===== config.mk =====
export PLATFORM = sky130hd
export DESIGN_NAME = mmio_bridge
export DESIGN_NICKNAME = d
export VERILOG_FILES = /design/src/rtl/mmio_pkg.sv /design/src/rtl/kbd_fifo.sv /design/src/rtl/mmio_bridge.sv
export SDC_FILE = /design/constraint.sdc
export NUM_CORES = 1
export LEC_CHECK = 0
export ABC_AREA = 1
export BUFFER_PORTS_ARGS = -buffer_cell sky130_fd_sc_hd__buf_4
export CORE_MARGIN = 8
export CORE_UTILIZATION = 59
export DETAILED_ROUTE_END_ITERATION = 8
export PLACE_DENSITY = 0.86
export SYNTH_ARGS = -nofsm -noshare
export SYNTH_HDL_FRONTEND = slang
export SYNTH_HIERARCHICAL = 1
export SYNTH_SLANG_ARGS = --single-unit

===== constraint.sdc =====
create_clock -name clock -period 3.8 [get_ports clock]
set_input_delay 0.76 -clock clock [delete_from_list [all_inputs] [get_ports clock]]
set_output_delay 0.76 -clock clock [all_outputs]
set_load 0.05 [all_outputs]

===== src/rtl/mmio_pkg.sv =====
// Shared address map defaults, character field offsets and status-register layout
// for the MMIO bridge.
package mmio_pkg;

    localparam int unsigned DEF_DMEM_WORDS    = 4096;
    localparam int unsigned DEF_KBD_ADDR      = 4100;
    localparam int unsigned DEF_KBD_STAT_ADDR = 4101;
    localparam int unsigned DEF_CHAR_BASE     = 4200;

    localparam int unsigned N_FIELDS = 3;
    localparam logic [1:0]  FLD_X    = 2'd0;
    localparam logic [1:0]  FLD_Y    = 2'd1;
    localparam logic [1:0]  FLD_VEL  = 2'd2;

    // Status register: bit 0 = FIFO empty, bits 7:1 = FIFO occupancy.
    localparam int unsigned STAT_EMPTY_BIT = 0;
    localparam int unsigned STAT_CNT_LSB   = 1;
    localparam int unsigned STAT_CNT_W     = 7;

    function automatic logic [31:0] char_addr(input int unsigned base,
                                              input int unsigned idx,
                                              input int unsigned fld);
        return 32'(base + N_FIELDS * idx + fld);
    endfunction

endpackage


===== src/rtl/kbd_fifo.sv =====
// Scan-code FIFO: drops pushes while full (flagging overflow) unless a pop frees
// a slot in the same cycle.
module kbd_fifo #(
    parameter int unsigned WIDTH = 8,
    parameter int unsigned DEPTH = 8
) (
    input  logic                       clk,
    input  logic                       rst_n,
    input  logic                       push,
    input  logic [WIDTH-1:0]           din,
    input  logic                       pop,
    output logic [WIDTH-1:0]           dout,
    output logic                       empty,
    output logic                       full,
    output logic [$clog2(DEPTH):0]     count,
    output logic                       overflow_pulse
);

    localparam int unsigned AW = $clog2(DEPTH);
    localparam logic [AW:0] FULL_CNT = (AW + 1)'(DEPTH);

    logic [WIDTH-1:0] mem_q [DEPTH];
    logic [AW-1:0]    rd_ptr_q, wr_ptr_q;
    logic [AW:0]      count_q, count_d;
    logic             do_push, do_pop;

    assign empty          = (count_q == '0);
    assign full           = (count_q == FULL_CNT);
    assign count          = count_q;
    assign dout           = mem_q[rd_ptr_q];
    assign do_pop         = pop && !empty;
    assign do_push        = push && (!full || do_pop);
    assign overflow_pulse = push && full && !do_pop;

    always_comb begin
        count_d = count_q;
        case ({do_push, do_pop})
            2'b10:   count_d = count_q + 1'b1;
            2'b01:   count_d = count_q - 1'b1;
            default: count_d = count_q;
        endcase
    end

    always_ff @(posedge clk or negedge rst_n) begin
        if (!rst_n) begin
            rd_ptr_q <= '0;
            wr_ptr_q <= '0;
            count_q  <= '0;
        end else begin
            if (do_push) wr_ptr_q <= wr_ptr_q + 1'b1;
            if (do_pop)  rd_ptr_q <= rd_ptr_q + 1'b1;
            count_q <= count_d;
        end
    end

    always_ff @(posedge clk) begin
        if (do_push) mem_q[wr_ptr_q] <= din;
    end

endmodule


===== src/rtl/mmio_bridge.sv =====
// Processor data-port bridge: dmem write gating, PS/2 scan-code buffering,
// per-character x/y/vel registers and a single registered read-data path.
module mmio_bridge
    import mmio_pkg::*;
#(
    parameter int unsigned DMEM_WORDS    = DEF_DMEM_WORDS,
    parameter int unsigned KBD_ADDR      = DEF_KBD_ADDR,
    parameter int unsigned KBD_STAT_ADDR = DEF_KBD_STAT_ADDR,
    parameter int unsigned CHAR_BASE     = DEF_CHAR_BASE,
    parameter int unsigned N_CHAR        = 4,
    parameter int unsigned KBD_DEPTH     = 8,
    parameter int unsigned X_INIT        = 240,
    parameter int unsigned Y_INIT        = 240,
    parameter int unsigned VEL_INIT      = 0
) (
    input  logic                    clock,
    input  logic                    reset,
    input  logic [16:0]             address_dmem,
    input  logic [31:0]             data,
    input  logic                    wren,
    input  logic [31:0]             q_dmem,
    output logic                    real_wren,
    input  logic                    ps2_key_pressed,
    input  logic [7:0]              ps2_out,
    output logic [31:0]             proc_data_in,
    output logic                    isKeyboardLoad,
    output logic                    kbd_overflow,
    output logic [32*N_CHAR-1:0]    char_x,
    output logic [32*N_CHAR-1:0]    char_y,
    output logic [32*N_CHAR-1:0]    char_vel
);

    localparam int unsigned AW = $clog2(KBD_DEPTH);
    localparam int unsigned IW = (N_CHAR > 1) ? $clog2(N_CHAR) : 1;

    logic [31:0]   addr32;
    logic          rd_kbd, wr_stat;
    logic          key_q, kbd_push, kbd_pop;
    logic [7:0]    kbd_dout;
    logic          kbd_empty, kbd_full, kbd_ovf_pulse;
    logic [AW:0]   kbd_count;
    logic          char_hit;
    logic [IW-1:0] char_idx;
    logic [1:0]    char_fld;
    logic [31:0]   char_rd, stat_word;
    logic [31:0]   rdata_d, rdata_q;
    logic          kbd_load_q, ovf_q;
    logic [31:0]   x_q   [N_CHAR];
    logic [31:0]   y_q   [N_CHAR];
    logic [31:0]   vel_q [N_CHAR];

    assign addr32    = {15'd0, address_dmem};
    assign real_wren = wren && (addr32 < DMEM_WORDS);
    assign rd_kbd    = (addr32 == KBD_ADDR) && !wren;
    assign wr_stat   = (addr32 == KBD_STAT_ADDR) && wren;
    assign kbd_push  = ps2_key_pressed && !key_q;
    assign kbd_pop   = rd_kbd && !kbd_empty;

    kbd_fifo #(
        .WIDTH (8),
        .DEPTH (KBD_DEPTH)
    ) u_kbd_fifo (
        .clk            (clock),
        .rst_n          (reset),
        .push           (kbd_push),
        .din            (ps2_out),
        .pop            (kbd_pop),
        .dout           (kbd_dout),
        .empty          (kbd_empty),
        .full           (kbd_full),
        .count          (kbd_count),
        .overflow_pulse (kbd_ovf_pulse)
    );

    // Decode by exact match over the register map rather than divide-by-3.
    always_comb begin
        char_hit = 1'b0;
        char_idx = '0;
        char_fld = FLD_X;
        for (int unsigned i = 0; i < N_CHAR; i++) begin
            for (int unsigned f = 0; f < N_FIELDS; f++) begin
                if (addr32 == char_addr(CHAR_BASE, i, f)) begin
                    char_hit = 1'b1;
                    char_idx = IW'(i);
                    char_fld = 2'(f);
                end
            end
        end
    end

    always_comb begin
        case (char_fld)
            FLD_X:   char_rd = x_q[char_idx];
            FLD_Y:   char_rd = y_q[char_idx];
            default: char_rd = vel_q[char_idx];
        endcase
    end

    always_comb begin
        stat_word = '0;
        stat_word[STAT_EMPTY_BIT] = kbd_empty;
        stat_word[STAT_CNT_LSB +: STAT_CNT_W] = STAT_CNT_W'(kbd_count);
    end

    always_comb begin
        rdata_d = '0;
        if (addr32 < DMEM_WORDS)            rdata_d = q_dmem;
        else if (addr32 == KBD_ADDR)        rdata_d = kbd_empty ? '0 : 32'(kbd_dout);
        else if (addr32 == KBD_STAT_ADDR)   rdata_d = stat_word;
        else if (char_hit)                  rdata_d = char_rd;
    end

    always_ff @(posedge clock or negedge reset) begin
        if (!reset) begin
            rdata_q    <= '0;
            kbd_load_q <= 1'b0;
            ovf_q      <= 1'b0;
            key_q      <= 1'b0;
        end else begin
            if (!wren) rdata_q <= rdata_d;
            kbd_load_q <= rd_kbd;
            key_q      <= ps2_key_pressed;
            if (kbd_ovf_pulse)  ovf_q <= 1'b1;
            else if (wr_stat)   ovf_q <= 1'b0;
        end
    end

    always_ff @(posedge clock or negedge reset) begin
        if (!reset) begin
            for (int unsigned i = 0; i < N_CHAR; i++) begin
                x_q[i]   <= X_INIT;
                y_q[i]   <= Y_INIT;
                vel_q[i] <= VEL_INIT;
            end
        end else if (wren && char_hit) begin
            case (char_fld)
                FLD_X:   x_q[char_idx]   <= data;
                FLD_Y:   y_q[char_idx]   <= data;
                default: vel_q[char_idx] <= data;
            endcase
        end
    end

    always_comb begin
        char_x   = '0;
        char_y   = '0;
        char_vel = '0;
        for (int unsigned i = 0; i < N_CHAR; i++) begin
            char_x[32*i +: 32]   = x_q[i];
            char_y[32*i +: 32]   = y_q[i];
            char_vel[32*i +: 32] = vel_q[i];
        end
    end

    assign proc_data_in   = rdata_q;
    assign isKeyboardLoad = kbd_load_q;
    assign kbd_overflow   = ovf_q;

    a_full_count : assert property (@(posedge clock) disable iff (!reset)
        kbd_full |-> (kbd_count == (AW + 1)'(KBD_DEPTH)));

endmodule


[Word level (Yosys, flattened, before mapping)]
Memory sizes are Yosys's and may differ from the RTL's.
Cells that the tools add are included.
Storage, ports and cells
  flip-flop bits (word level): 429
  RAM bits: 64
  bits of input ports: 93
  output and inout port bits: 419
  memories: 1
Memories
  u_kbd_fifo.mem_q: words 8, width 8, read ports 1, clocked after memory_dff 0, wr ports 1, line kbd_fifo.sv:22  | logic [WIDTH-1:0] mem_q [DEPTH];
Operators by class
  add/sub/neg operators: 4
  $lt $le $gt $ge: 3
  equal/unequal tests: 18
  multiplexer cells: 57
  bitwise operators: 2
  reduce and logical (&&, ||, !) cells: 25
Operator list (count)
  128-bit bitwise mux: 3
  32-bit 2-to-1 mux: 11
  17-bit by 13-bit == test with 1-bit output (second input constant): 14
  32-bit binary-select mux with 2-bit select: 3
  32-bit demux with 2-bit select: 1
  32-bit case mux with 2 select lines: 1
  2-bit 2-to-1 mux: 18
  1-bit 2-to-1 mux: 18
  17-bit by 13-bit less-than comparator with 1-bit output (second input constant): 1
  1-bit logical AND: 11
  8-bit 2-to-1 mux: 1
  4-bit case mux with 2 select lines: 1
  3-bit by 1-bit adder with 3-bit output (second input constant): 2
  2-bit AND reduction: 3
  1-bit zero test: 5
  4-bit by 1-bit adder with 4-bit output (second input constant): 1
  2-bit by 1-bit == test with 1-bit output (second input constant): 2
  4-bit == test (second input constant): 1
  4-bit zero test: 1
  2-bit nonzero test: 2
  4-bit by 1-bit subtractor with 4-bit output (second input constant): 1
  3-bit >= comparator (second input constant): 1
  3-bit by 1-bit less-than comparator with 1-bit output (second input constant): 1
  2-bit inverter with 3-bit output: 1
  other kinds (5): 5

[Logic depth before layout (Yosys ltp)]
  depth after elaboration: 19
  mapped depth: 18
  depth with buffers taken out: 16

[Modules after synthesis]
The synthesis kept the hierarchy.
Modules (own cells, without submodules)
  mmio_bridge: instances 1, cells each 2374, area an instance 19558.8 um2, seq. area each 10525.1 um2
  kbd_fifo: instances 1, cells each 256, area an instance 3125.5 um2, seq. area each 2172.1 um2

[Worst setup path before layout]
Ideal clock, no wire load.
  kind: input to register
  from: in address_dmem[13]
  to: mem u_kbd_fifo.mem_q[1][0] (enable)
  setup time: 383 ps
  arrival: 2810 ps
  data required time: 3417 ps
  slack: 607 ps
  stages on the path: 11
  path buffers: 2
  cell sequence: nor2_1 > nand2_1 > nor2_4 > buf_6 > buf_6 > nand3_1 > nor3_1 > nand2_4 > nand2_4 > nand2_4 > nor3_1
Between the ends
  cells in the longest elaborated chain, start to end: 8
RTL lines
  start, declared: line mmio_bridge.sv:18  | input logic [16:0] address_dmem,
  17-bit by 13-bit == test with 1-bit output: line mmio_bridge.sv:54  | assign rd_kbd = (addr32 == KBD_ADDR) && !wren;
  1-bit logical AND: line mmio_bridge.sv:54
  1-bit logical AND: line mmio_bridge.sv:57  | assign kbd_pop = rd_kbd && !kbd_empty;
  net kbd_pop: line mmio_bridge.sv:38  | logic key_q, kbd_push, kbd_pop;
  1-bit logical AND: line kbd_fifo.sv:31  | assign do_pop = pop && !empty;
  1-bit logical OR: line kbd_fifo.sv:32  | assign do_push = push && (!full || do_pop);
  1-bit logical AND: line kbd_fifo.sv:32
  1-bit 2-to-1 mux: line kbd_fifo.sv:57  | if (do_push) mem_q[wr_ptr_q] <= din;
  1-bit 2-to-1 mux (implied by the code): line kbd_fifo.sv:57
  end, declared: line kbd_fifo.sv:22
The timed path passes the listed nets, and every way through them passes these cells.

[Worst setup path after layout]
  from: in address_dmem[12]
  to: reg rdata_q[29], in the netlist proc_data_in[29]
Between the ends
  cells in the longest elaborated chain, start to end: 19
  elaborated cells between the ends (all ways): 64
  those cells by class: order compare (1); eq/ne (15); mux (46); bitwise (1); reduce/logical (1)
RTL lines
  17-bit by 13-bit == test with 1-bit output: line mmio_bridge.sv:82  | if (addr32 == char_addr(CHAR_BASE, i, f)) begin
  1-bit 2-to-1 mux: line mmio_bridge.sv:82
  2-bit 2-to-1 mux (8 in series): line mmio_bridge.sv:82
  2-bit inverter with 3-bit output (implied by the code): line mmio_bridge.sv:93, mmio_bridge.sv:94, mmio_bridge.sv:95
  32-bit binary-select mux with 2-bit select (on tied branches): line mmio_bridge.sv:95, mmio_bridge.sv:93, mmio_bridge.sv:94
  32-bit 2-to-1 mux (on tied branches) (2 in series): line mmio_bridge.sv:95, mmio_bridge.sv:93, mmio_bridge.sv:94
  32-bit case mux with 2 select lines: line mmio_bridge.sv:92  | case (char_fld)
  32-bit 2-to-1 mux: line mmio_bridge.sv:110  | else if (char_hit) rdata_d = char_rd;
  32-bit 2-to-1 mux: line mmio_bridge.sv:109  | else if (addr32 == KBD_STAT_ADDR) rdata_d = stat_word;
  32-bit 2-to-1 mux: line mmio_bridge.sv:108  | else if (addr32 == KBD_ADDR) rdata_d = kbd_empty ? '0 : 32'(kbd_dout);
  32-bit 2-to-1 mux (*): line mmio_bridge.sv:107  | if (addr32 < DMEM_WORDS) rdata_d = q_dmem;
  end signal, assigned: line mmio_bridge.sv:120  | if (!wren) rdata_q <= rdata_d;
  end, declared: line mmio_bridge.sv:46  | logic [31:0] rdata_d, rdata_q;
Mark *: on every way between the ends. The rest lies on a longest branch, timed or not. The select of a mux whose other input is x is not followed.
A chain may end at the register's enable or synchronous reset.

==> results.yml <==
synthesis:
  synthTopCellsByArea: "dfrtp_1 (44%), nand2_1 (14%), edfxtp_1 (8.5%)"
  synth_fa_ha_area_frac: 0.00309
  synth_area_um2: 22700
  synth_fp_nets: 2728
  synth_top_area_share: 0.438
  synth.ff_latch_count: 493
  yosysWarningCount: 6
  synth_seq_area_share: 0.560
  synth_top_family_by_area: "simple AND/OR/NAND/NOR gates"
  synth_top_cell_by_area: "dfrtp_1"
  synth_compound_gate_area_share: 0.144
  synthMuxAreaShare: 0.00403
  synth_area_per_cell_um2: 8.63
  ys_types: 43
  syn_inst: 2630
  synth-simple-area-share: 0.215
  synth_xor_area_frac: 0.00193
layout:
  syn2layout_area_growth_pct: 25.5
  nets: 3170
  fin_cells: 3631
  stdcell_area_um2: 28500
  drive_gt1_frac: 0.257
  finish.utilization: 0.743
  nFillCells: 2746
critical_path:
  timing.rr.start: "key_q$_DFF_PN0_"
  rrSetupSlack_ps: 1380
  crit_fanout: 21
  arrival_ps: 3810
  r2r_cells: 11
  rr_endpoint: "u_kbd_fifo/count[3]$_DFFE_PN0P_"
  timing.critical_path.cells: "buf_4 -> inv_2 -> nor2_1 -> nand2_1 -> nor2_4 -> buf_4 -> nand3_1 -> nand3_2 -> nor2_2 -> nand2_1 -> o21ai_0 -> nand2_1 -> nand4_1 -> a21oi_1"
  cpMostUsedCell: "nand2_1"
  max_stage_delay_ps: 780
  crit_path_start_kind: "primary input"
  worstPathRequired_ps: 4270
  criticalPathCategory: "primary input to flop"
  slowest_stage: "nor2_2"
  cp-end-kind: "flop"
  cp-startpoint: "address_dmem[12]"
routing:
  drtAntennaViolNets: 0
  dr.pass1.iters: 9
  drtIter0Drc: 2929
  routed-via-count: 22100
  routed_via_density: 6.09
  drc: 1
  wire_per_inst_um: 25.2
  drt-total-wl_um: 91400
floorplan:
  die_height_um: 212
  rows: 72
  dieArea_um2: 45000
  core_um2: 38300
  initial_utilization: 0.592
  die-width_um: 212
  pin_count: 512
timing:
  finalWorstSetupSlack_ps: 458
  finalSetupTns_ps: 0
  fin_skew_ps: 22.3
  timing.fmax_ghz: 0.299
  hold_slack_ps: 162
  hold_viol: 0
  rsz0062_at_grt: "no"
  setup_viol: 0
  drv_slew: 0
  fin_crit_sh: 0.879
  period_minus_slack_ps: 3340
  tightest_slew_ps: 1090
  slew_headroom: 0.274
power_and_ir_drop:
  ir_drop_mv: 0.408
  fin_total_pwr_mw: 11.2
  power_density_nw_per_um2: 393
  p_leak_nw: 13.8
cts:
  path_clk_slew_ps: 60
  post_cts_resized: 0
  cts_sinks: 493
  post_cts_buffers: 0
  cts_inserted_buffers: 51
  ctsHoldBuffers: 0
  cts_max_level: 2
  clockBufferDepth: 3
  clockRootBuffer: "clkbuf_16"
  clk_latency_ps: 600
  cts_tree: "yes"
run_status:
  outcome: "finished with violations"
  violations: "DRC"
placement:
  place_inst: 3537
  io_buffers: 511
  hpwlAfterDp_um: 64600
  gp_congestion: 1.00
  placed_cell_area_um2: 26900
  pre_cts_ws_ps: -8.77
global_route:
  grt_max_degree: 81
  grt_util_all_layers: 0.400
  antenna_found_initial: 0
  grt_pass1_wl_um: 135000
  grt_remaining_overflow: 0
  grt_pass1_vias: 21600
run:
  max-cap-violations: 0
worst_hold_path:
  hp-class: "primary input to async pin"
[layout make-up]
cell class              instances  area, um^2  area share
repair buffers                567        4390       0.154
clock inverters                 7        58.8     0.00207
diodes                          1        2.50   0.0000879
well taps                     518         648      0.0228
inverters                     196         738      0.0259
multi-input cells            1763        8390       0.295
flip-flops and latches        493       12700       0.446
clock buffers                  86        1530      0.0538
[state kept, by name, summed over array words and instances (netlist names)]
| register | flops |
|---|---|
| char_vel | 128 |
| proc_data_in | 32 |
| u_kbd_fifo/mem_q | 64 |
| char_x | 128 |
| isKeyboardLoad | 1 |
| kbd_overflow | 1 |
| u_kbd_fifo/count | 4 |
| char_y | 128 |
| u_kbd_fifo/wr_ptr_q | 3 |
| key_q | 1 |
| u_kbd_fifo/rd_ptr_q | 3 |
[Yosys cell counts (all sizes together)]
library cell	count
nand2	837
o21ai	460
dfrtp	397
inv	194
nor2	115
a21oi	111
nand3	103
clkbuf	93
buf	85
edfxtp	64
nand4	57
dfstp	32
or2	15
nand3b	14
nor3	9
mux2i	8
o22ai	8
a22o	7
ha	4
xor2	4
o2111ai	3
o211ai	3
clkinv	2
fa	1
mux2	1
nor4	1
o2111a	1
xnor2	1
[cells by family after synthesis]
| kind of cell | after synthesis |
|---|---|
| buf+inv | 374 |
| compound gates | 593 |
| xor+xnor | 5 |
| fa+ha+maj | 5 |
| flops | 493 |
| mux | 9 |
| simple gates | 1151 |
[layer usage]
layer  vias up  track usage  part of all wire
met5         -            0                 0
met4         0        0.265             0.073
met3       352        0.112              0.13
met2      1743        0.621              0.46
met1     10500        0.485              0.34
li1       9477            -                 -
[power breakdown]
group / leakage, nW / switching, mW / internal (mW)
logic: 6.64 / 0.545 / 0.221
registers: 6.39 / 0.0898 / 5.46
clock network: 0.774 / 2.07 / 2.79
total: 13.8 / 2.71 / 8.47
[how the worst max path moves through the flow]
stage | end | slack [ps] | cells past startpoint
CTS | proc_data_in[29]$_DFFE_PN0N_ | 610 | 14
detailed placement | proc_data_in[29]$_DFFE_PN0N_ | -9 | 14
floorplan | u_kbd_fifo/mem_q[1][0]$_DFFE_PP_ | 610 | 11
global placement | proc_data_in[22]$_DFFE_PN0N_ | 120 | 14
global route | char_x[118]$_DFFE_PN0P_ | 320 | 17
finish | proc_data_in[29]$_DFFE_PN0N_ | 460 | 14
[layout by cell type (no fill, tap or decap), types with 7 or more instances in the layout]
| master | instances |
|---|---|
| inv_2 | 9 |
| clkbuf_1 | 25 |
| nand2_1 | 818 |
| or2_2 | 15 |
| nor2_1 | 102 |
| dfstp_2 | 32 |
| o21ai_0 | 308 |
| clkbuf_16 | 53 |
| edfxtp_1 | 64 |
| inv_1 | 184 |
| nand2_2 | 11 |
| buf_12 | 10 |
| nand4_1 | 54 |
| buf_4 | 556 |
| a21oi_1 | 111 |
| o22ai_1 | 8 |
| nor3_1 | 7 |
| nand2_4 | 8 |
| a22o_1 | 7 |
| clkbuf_8 | 8 |
| dfrtp_1 | 397 |
| o21ai_2 | 65 |
| nor2_2 | 8 |
| mux2i_1 | 8 |
| nand3_1 | 95 |
| o21ai_1 | 87 |
| nand3b_1 | 14 |
| nand3_2 | 8 |
[critical path, delay by kind of cell]
kind | cells | cell delay [ps]
buffers and inverters | 3 | 360
and+or+nand+nor | 9 | 2130
AOI/OAI and AO/OA | 2 | 540
(Power assumes the default switching activity.)
